===== src/rtl/reel_pkg.sv =====
// rtl/reel_pkg.sv - shared widths, step encoding and quadrature decode helper
package reel_pkg;

   localparam int RATE_W = 9;
   localparam int ACC_W  = 12;
   localparam logic [RATE_W-1:0] RATE_MAX = 9'd511;

   typedef enum logic [1:0] {
      STEP_NONE,
      STEP_FWD,
      STEP_REV,
      STEP_ILLEGAL
   } step_t;

   // Position of an {a,b} level on the forward cycle 00 -> 01 -> 11 -> 10.
   function automatic logic [1:0] quad_pos(input logic [1:0] ab);
      return {ab[1], ab[1] ^ ab[0]};
   endfunction

   // Distance travelled between two levels: 1 forward, 3 reverse, 2 is a double change.
   function automatic step_t decode_step(input logic [1:0] prev, input logic [1:0] cur);
      logic [1:0] d;
      d = quad_pos(cur) - quad_pos(prev);
      case (d)
         2'd0:    return STEP_NONE;
         2'd1:    return STEP_FWD;
         2'd3:    return STEP_REV;
         default: return STEP_ILLEGAL;
      endcase
   endfunction

endpackage


===== src/rtl/enc_debounce.sv =====
// rtl/enc_debounce.sv - two-flop synchroniser plus stability filter for one encoder pin
module enc_debounce #(
   parameter int FILTER_CYCLES = 4
) (
   input  logic clk,
   input  logic rst,
   input  logic pin,
   output logic level
);

   localparam int CW = (FILTER_CYCLES > 1) ? $clog2(FILTER_CYCLES + 1) : 1;

   logic          sync1;
   logic          sync2;
   logic [CW-1:0] cnt;

   // Bring the pin into the clock domain.
   always_ff @(posedge clk or negedge rst) begin
      if (!rst) begin
         sync1 <= 1'b0;
         sync2 <= 1'b0;
      end else begin
         sync1 <= pin;
         sync2 <= sync1;
      end
   end

   // Accept a new level only after it has differed for FILTER_CYCLES cycles in a row.
   always_ff @(posedge clk or negedge rst) begin
      if (!rst) begin
         level <= 1'b0;
         cnt   <= '0;
      end else if (sync2 != level) begin
         if (cnt == CW'(FILTER_CYCLES - 1)) begin
            level <= sync2;
            cnt   <= '0;
         end else begin
            cnt <= cnt + 1'b1;
         end
      end else begin
         cnt <= '0;
      end
   end

endmodule


===== src/rtl/reel_rate_meter.sv =====
// rtl/reel_rate_meter.sv - quadrature encoder to windowed, smoothed reel-in rate
module reel_rate_meter
   import reel_pkg::*;
#(
   parameter int WINDOW_CYCLES = 2500000,
   parameter int FILTER_CYCLES = 4,
   parameter int SCALE_SHIFT   = 2
) (
   input  logic              clk,
   input  logic              rst,
   input  logic              enc_a,
   input  logic              enc_b,
   output logic [RATE_W-1:0] reel,
   output logic              sample_valid,
   output logic              dir,
   output logic              enc_err
);

   localparam int WCW = (WINDOW_CYCLES > 1) ? $clog2(WINDOW_CYCLES) : 1;
   // Wide enough that any 12-bit count shifted by up to 11 cannot overflow.
   localparam int SHW = ACC_W + 11;

   logic                    fa;
   logic                    fb;
   logic [1:0]              cur;
   logic [1:0]              prev;
   logic                    prev_valid;
   step_t                   step;
   logic signed [ACC_W-1:0] step_val;
   logic signed [ACC_W-1:0] acc;
   logic signed [ACC_W:0]   acc_sum;
   logic signed [ACC_W-1:0] acc_sat;
   logic [WCW-1:0]          win_cnt;
   logic                    tc;
   logic [SHW-1:0]          scaled;
   logic [RATE_W-1:0]       rate;
   logic [RATE_W:0]         smooth_sum;
   logic [RATE_W-1:0]       reel_next;

   enc_debounce #(.FILTER_CYCLES(FILTER_CYCLES)) u_deb_a (
      .clk   (clk),
      .rst   (rst),
      .pin   (enc_a),
      .level (fa)
   );

   enc_debounce #(.FILTER_CYCLES(FILTER_CYCLES)) u_deb_b (
      .clk   (clk),
      .rst   (rst),
      .pin   (enc_b),
      .level (fb)
   );

   assign cur = {fa, fb};
   assign tc  = (win_cnt == WCW'(WINDOW_CYCLES - 1));

   // Track the previous filtered level; the first change after reset only arms decoding.
   always_ff @(posedge clk or negedge rst) begin
      if (!rst) begin
         prev       <= 2'b00;
         prev_valid <= 1'b0;
      end else begin
         prev       <= cur;
         prev_valid <= prev_valid | (cur != prev);
      end
   end

   // Decode this cycle's step and the saturating accumulator update.
   always_comb begin
      step     = STEP_NONE;
      step_val = '0;
      if (prev_valid) begin
         step = decode_step(prev, cur);
      end
      case (step)
         STEP_FWD: step_val = ACC_W'(1);
         STEP_REV: step_val = '1;
         default:  step_val = '0;
      endcase
      acc_sum = {acc[ACC_W-1], acc} + {step_val[ACC_W-1], step_val};
      if (acc_sum[ACC_W] != acc_sum[ACC_W-1]) begin
         acc_sat = acc_sum[ACC_W] ? {1'b1, {(ACC_W-1){1'b0}}} : {1'b0, {(ACC_W-1){1'b1}}};
      end else begin
         acc_sat = acc_sum[ACC_W-1:0];
      end
   end

   // Window rate from the accumulated count, then average it into the previous output.
   always_comb begin
      rate   = '0;
      scaled = SHW'($unsigned(acc)) << SCALE_SHIFT;
      if (!acc[ACC_W-1] && (acc != '0)) begin
         rate = (scaled > SHW'(RATE_MAX)) ? RATE_MAX : scaled[RATE_W-1:0];
      end
      smooth_sum = {1'b0, reel} + {1'b0, rate};
      reel_next  = RATE_W'(smooth_sum >> 1);
   end

   // Window counter, accumulator, and the output registers that change only at window ends.
   always_ff @(posedge clk or negedge rst) begin
      if (!rst) begin
         win_cnt      <= '0;
         acc          <= '0;
         reel         <= '0;
         sample_valid <= 1'b0;
         dir          <= 1'b0;
         enc_err      <= 1'b0;
      end else begin
         win_cnt      <= tc ? '0 : win_cnt + 1'b1;
         sample_valid <= tc;
         if (tc) begin
            reel <= reel_next;
            acc  <= step_val;
         end else begin
            acc <= acc_sat;
         end
         if (step == STEP_FWD) begin
            dir <= 1'b1;
         end else if (step == STEP_REV) begin
            dir <= 1'b0;
         end
         if (step == STEP_ILLEGAL) begin
            enc_err <= 1'b1;
         end
      end
   end

endmodule


===== config.mk =====
export PLATFORM = sky130hd
export DESIGN_NAME = reel_rate_meter
export DESIGN_NICKNAME = d
export VERILOG_FILES = /design/src/rtl/reel_pkg.sv /design/src/rtl/enc_debounce.sv /design/src/rtl/reel_rate_meter.sv
export SDC_FILE = /design/constraint.sdc
export NUM_CORES = 1
export LEC_CHECK = 0
export BUFFER_PORTS_ARGS = -buffer_cell sky130_fd_sc_hd__buf_4
export CORE_AREA = 8 8 122 96
export CTS_BUF_LIST = sky130_fd_sc_hd__clkbuf_8 sky130_fd_sc_hd__clkbuf_16
export DETAILED_ROUTE_END_ITERATION = 7
export DIE_AREA = 0 0 130 104
export SYNTH_ARGS = -nofsm -noshare
export SYNTH_HDL_FRONTEND = slang
export SYNTH_HIERARCHICAL = 1
export SYNTH_SLANG_ARGS = --single-unit

===== constraint.sdc =====
create_clock -name clk -period 4.4 [get_ports clk]
set_clock_uncertainty 0.15 [all_clocks]
set_input_delay 1.32 -clock clk [delete_from_list [all_inputs] [get_ports clk]]
set_output_delay 1.32 -clock clk [all_outputs]
set_load 0.01 [all_outputs]

After elaboration in Yosys (flattened, before gate mapping)

Index checks and enable logic that the tools add are counted.

Bits in registers: 61
Output and inout bits: 12

Eq/ne operators: 12
$add $sub $neg: 6
Bitwise operators: 3
Reductions and logical operators: 7
Magnitude comparators: 1
Muxes and demuxes: 15

Operators by type and width:

| cell                  | number |
|---|---|
| $mux 12               | 3 |
| $pmux 12 s2           | 1 |
| $add 22x1->22 const B | 1 |
| $eq 22x22->1 const B  | 1 |
| $mux 22               | 1 |
| $mux 9                | 2 |
| $gt 14x9->1 const B   | 1 |
| $add 12x12->13        | 1 |
| $mux 3                | 4 |
| $reduce_bool 12->1    | 1 |
| $add 9x9->10          | 1 |
| $add 3x1->3 const B   | 2 |
| $eq 2x2->1 const B    | 3 |
| $eq 3x2->1 const B    | 2 |
| $pmux 2 s3            | 1 |
| $eq 2x1->1 const B    | 2 |
| $reduce_and 2->1      | 2 |
| $ne 1x1->1            | 3 |
| $logic_not 2->1       | 1 |
| $mux 1                | 2 |
| $mux 2                | 1 |
| $ne 2x2->1            | 1 |
| $reduce_bool 2->1     | 1 |
| $sub 2x2->2           | 1 |
| 4 further kinds       | 5 |

Logic depth before layout (Yosys ltp)

Depth after elaboration: 11
Mapped depth: 14
Gate-level depth less buffers: 14

Hierarchy

Netlist, hierarchy kept.

By module, submodules not included:

| module          | instances | seq. area each (um2) | area each (um2) | cells each |
|---|---|---|---|---|
| reel_rate_meter | 1         | 1226.2               | 3170.5          | 335 |
| enc_debounce    | 2         | 150.1                | 216.5           | 13 |

Least setup slack after synthesis

OpenSTA, ideal clock, no wires.

Kind: register to register
Start: register u_deb_a.level
End: register acc[1]
Setup slack: 538 ps
Library setup time: 79 ps
Arrival time: 3633 ps
Stages on the path, launching flop included: 15
Buffers on the path: 0
Cell sequence: dfrtp_1 xnor2_1 ha_1 xnor2_1 ha_1 o21ai_0 nor2_1 inv_1 fa_1 nand2b_1 a211oi_1 o21ai_0 a31oi_2 a21o_1 a2bb2oi_1

Cells in the longest elaborated chain, start to end: 11
Elaborated cells on any way between the ends: 15
Those cells by class: add/sub (2); eq/ne (5); mux (6); bitwise (1); reduce/logical (1)

Ends and longest elaborated chain:

| item                                     | RTL line                                     | source |
|---|---|---|
| start, declared                          | enc_debounce.sv:8                            | `output logic level` |
| start signal, assigned                   | enc_debounce.sv:35                           | `level <= sync2;` |
| $xor 1x1->1                              | reel_pkg.sv:17                               | `return {ab[1], ab[1] ^ ab[0]};` |
| $sub 2x2->2 *                            | reel_pkg.sv:23                               | `d = quad_pos(cur) - quad_pos(prev);` |
| $eq 2x2->1 (tied with other cells)       | reel_pkg.sv:24                               | `case (d)` |
| $pmux 2 s3 *                             | reel_pkg.sv:24                               |  |
| $mux 2 *                                 | reel_rate_meter.sv:72                        | `if (prev_valid) begin` |
| $eq 2x2->1 or $eq 2x1->1 (tied branches) | reel_rate_meter.sv:75                        | `case (step)` |
| $pmux 12 s2 *                            | reel_rate_meter.sv:75                        |  |
| $add 12x12->13                           | reel_rate_meter.sv:80                        | `acc_sum = {acc[ACC_W-1], acc} + {step_val[ACC_W-1], step_val};` |
| $mux 12 or $ne 1x1->1 (tied branches)    | reel_rate_meter.sv:82, reel_rate_meter.sv:81 |  |
| $mux 12                                  | reel_rate_meter.sv:81                        | `if (acc_sum[ACC_W] != acc_sum[ACC_W-1]) begin` |
| $mux 12 *                                | reel_rate_meter.sv:111                       | `if (tc) begin` |
| end signal, assigned                     | reel_rate_meter.sv:113                       | `acc <= step_val;` |
| end signal, assigned                     | reel_rate_meter.sv:115                       | `acc <= acc_sat;` |
| end, declared                            | reel_rate_meter.sv:30                        | `logic signed [ACC_W-1:0] acc;` |

Mark *: on every way between the ends. The rest lies on a longest branch, timed or not.
A chain may end at the register's enable or synchronous reset.

Worst setup path after layout

Start: register u_deb_a.level
End: register acc[3]

The elaborated chain is that of the path after synthesis.

==> summary.md <==
| Metric | Value |
|---|---|
| Total wire length | 7560 µm |
| Seq/Total Area, Yosys | roughly 42% |
| Residual DRC count | 0 |
| TritonCTS Buffers | 9 |
| Crit path DAT | 4.05 ns |
| Vias | 2657 |
| Avg WL per Cell | 14.5 µm |
| H-tree depth | 3 |
| CORE AREA | 9890 µm² |
| Register-to-Register Path Depth | 14 |
| Reg-to-reg endpoint | acc[3] |
| FP Rows | 32 |
| Count of hold-fix buffers inserted at cts | 0 |
| Total GRT Usage | 12.2% |
| Register bit count reported by yosys | between 60 and 70 |
| CP peak stage delay | 0.46 ns |
| RSZ-0062 raised after global routing | false |
| Die Width | 130 µm |
| Initial DRC Count | 115 |
| Syn_nets | 393 |
| Max Freq | about 250 MHz |
| Share of cells above drive strength 1 | 12.1% |
| Worst Hold End | u_deb_a/sync2 |
| Largest net degree at the start of global routing | 62 |
| Cell mode on critical path | ha_1 |
| Slowest cell on the critical path | nor4b_1 |
| Number of flops mapped to enable cells by yosys | 0 |
| WHS Path Cells | 0 |
| Crit Path Category | flop to flop |
| Hpwl dp | 5640 µm |
| Clock sink count | a little over 60 |
| DIE AREA | between 10000 and 15000 µm² |
| Post-route non-filler standard cell count | 523 |
| HP Class | flop to flop |
| Die Y-Extent | 104 µm |
| Setup violators final | 0 |
| Number of port buffers | 15 |
| CP cell instances | xnor2_1 > ha_1 > xnor2_1 > ha_1 > o21ai_0 > nor2_1 > buf_4 > ha_1 > a21o_1 > a2111oi_4 > nor4b_1 > o211ai_2 > o211ai_1 > a21oi_1 |
| Nets@finish | 414 |
| Cell Area, Placed | 3870 µm² |
| Post-CTS Setup Bufs | 0 |
| Status | finished, final reports clean |
| I/O pins | 16 |
| Synthesis warning total | 6 |
| Setup TNS | 0 ns |
| Layout area overhead | 16.8% |
| Post-synth ARST share | between 90% and 100% |
| Reg2reg start | u_deb_a/level |
| Final Hold Fails | 0 |
| Synth area leaders | dfrtp_1 (42%), ha_1 (9.0%), xnor2_1 (5.3%), xor2_1 (3.9%), nand2_1 (3.3%) |
| Cell count after synthesis | 361 |
| Post-Syn Area | between 3000 and 4000 µm² |
| Vias in the first global route | roughly 2700 |
| Initial antenna violation count | 0 |
| R2r setup slk | between 0.3 and 0.4 ns |
| CTS resizes | 0 |
| Cell taking the most area after synthesis | dfrtp_1 |
| Grt ovf | 0 |
| Root Buffer | clkbuf_16 |
| CP Max Fanout | 14 |
| Critical Path RT | 4.44 ns |
| Diodes inserted | 0 |
| Max Transition Viols Final | 0 |
| Hold Crit Start | u_deb_a/sync1 |
| Final cell area excluding filler cells | 4210 µm² |
| CTS max path bufs | 2 |
| Crit end category | flop |
| DRT antenna net count | 0 |
| Synth Flop Type | dfrtp_1 |
| Worst-margin pin slew | 0.763 ns |
| Initial Util | about 36% |
| Clk_lat worst skew | 0.33 ns |
| Final min period | 4.01 ns |
| Fill cells | 986 |
| First-pass GRT wire length | between 10000 and 15000 µm |
| Final hold slack | 0.200 ns |
| Final Wtd Congestion | 0.874 |
| Reg clk slew, reported paths | approximately 0.050 ns |
| First-pass DRT Iterations | 4 |
| Relative slew margins | 49.2% |
| Avg Cell Area, Syn | 9.98 µm² |
| TritonCTS clock tree | yes |
| Final worst path period share | 91.2% |
| Synth cell types | 58 |
| Setup crit start | u_deb_a/level |
| Setup crit start kind | flop |
| DP Cell Count | roughly 500 |
| Top-area cell type share of the netlist area | 42.4% |
| Via density | 5.08 |
| MaxCap Viol Count | 0 |
-- placed cells by master, fill, tap and decap left out, types with 2 or more instances in the layout --
cell type / instances
a21oi_1: 19
o41ai_1: 3
a21o_1: 6
inv_1: 20
o21bai_1: 3
fa_1: 2
dfrtp_1: 61
buf_4: 17
or3_1: 6
o21ai_0: 17
clkbuf_16: 9
nor2b_1: 3
nor4_1: 4
nor2b_4: 2
o21ai_1: 4
nand2b_1: 3
nor3b_1: 4
xor2_1: 16
o21a_1: 2
a211oi_1: 5
ha_1: 26
or2_2: 2
nand3_1: 12
xnor2_1: 22
and2_1: 2
o211ai_1: 11
nor3_1: 6
bufinv_16: 3
and3_1: 2
nand2_1: 32
o211a_1: 2
nand4_1: 6
mux2_2: 2
nor2_1: 27
-- Yosys cell counts, types with 2 or more instances --
cell type   n
o21bai_1    3
or3_1       6
nor2_1     27
o21ai_1     4
and2_1      2
a21o_1      6
nor3_1      6
or2_2       2
inv_1      18
mux2_2      2
nand2b_1    3
dfrtp_1    61
a211oi_1    5
o41ai_1     3
o21ai_0    17
and3_1      2
ha_1       26
nor2b_1     3
nand4_1     6
nor2b_4     2
xnor2_1    22
fa_1        2
o211ai_1   11
a21oi_1    19
nor3b_1     4
xor2_1     16
nor4_1      4
nand2_1    32
clkbuf_1    5
o21a_1      2
nand3_1    12
o211a_1     2
-- cell families after synthesis --
kind of cell	count (synthesis)	synth area share, %
AND/OR/NAND/NOR	117	16.9
AO/OA/AOI/OAI	89	17.7
flip-flops	61	42.4
XOR/XNOR	38	9.24
adder cells (fa/ha/maj)	28	10.1
buffers and inverters	26	2.95
multiplexers	2	0.625
-- flip-flops by register name, summed over array words and instances (netlist names) --
| signal | count |
|---|---|
| prev_valid | 1 |
| acc | 12 |
| dir | 1 |
| prev | 2 |
| sample_valid | 1 |
| reel | 9 |
| win_cnt | 22 |
| enc_err | 1 |
| u_deb_a/sync1 | 1 |
| u_deb_b/sync1 | 1 |
| u_deb_a/sync2 | 1 |
| u_deb_a/level | 1 |
| u_deb_a/cnt | 3 |
| u_deb_b/sync2 | 1 |
| u_deb_b/level | 1 |
| u_deb_b/cnt | 3 |
-- layout make-up --
class / instances / area (µm²) / share of cell area [%]
Inverter: 19 / 71.3 / 1.69
Clock buffer: 10 / 239 / 5.68
Multi-Input combinational cell: 274 / 1970 / 46.8
Sequential cell: 61 / 1530 / 36.3
Tap cell: 136 / 170 / 4.04
Timing Repair Buffer: 17 / 128 / 3.03
Clock inverter: 6 / 103 / 2.44
-- critical path: cells and delay by family, from the launching register on --
| kind | cells | cell delay (ns) |
|---|---|---|
| flip-flops | 1 | 0.43 |
| AO/OA/AOI/OAI | 6 | 1.46 |
| AND/OR/NAND/NOR | 2 | 0.53 |
| XOR/XNOR | 2 | 0.31 |
| adder cells (fa/ha/maj) | 3 | 0.80 |
| buffers and inverters | 1 | 0.20 |
-- worst max path at each step --
stage | to | slack, ns | cells after the start
final | acc[3] | 0.39 | 14
after global routing | acc[3] | 0.11 | 14
after CTS | acc[3] | 0.38 | 14
after detailed placement | acc[3] | 0.42 | 14
after global placement | acc[2] | 0.30 | 14
after floorplan | acc[1] | 0.54 | 14
-- stage by stage --
stage                     util (%)  setup WS (ns)
final                         42.5          0.388
after floorplan                  -          0.538
after global routing          42.5          0.109
after CTS                     42.5          0.380
after global placement        39.1          0.302
after detailed placement      39.1          0.418
-- routing by layer --
metal | global-route usage (%) | wire (µm)
met4 | 3.31 | 80
met3 | 4.20 | 410
met1 | 17.9 | 4010
met5 | 0 | 0
met2 | 16.4 | 3060
Power is left out: the tool's default activity adds up to more than one toggle a clock period on the data nets, which glitch-free logic cannot reach.
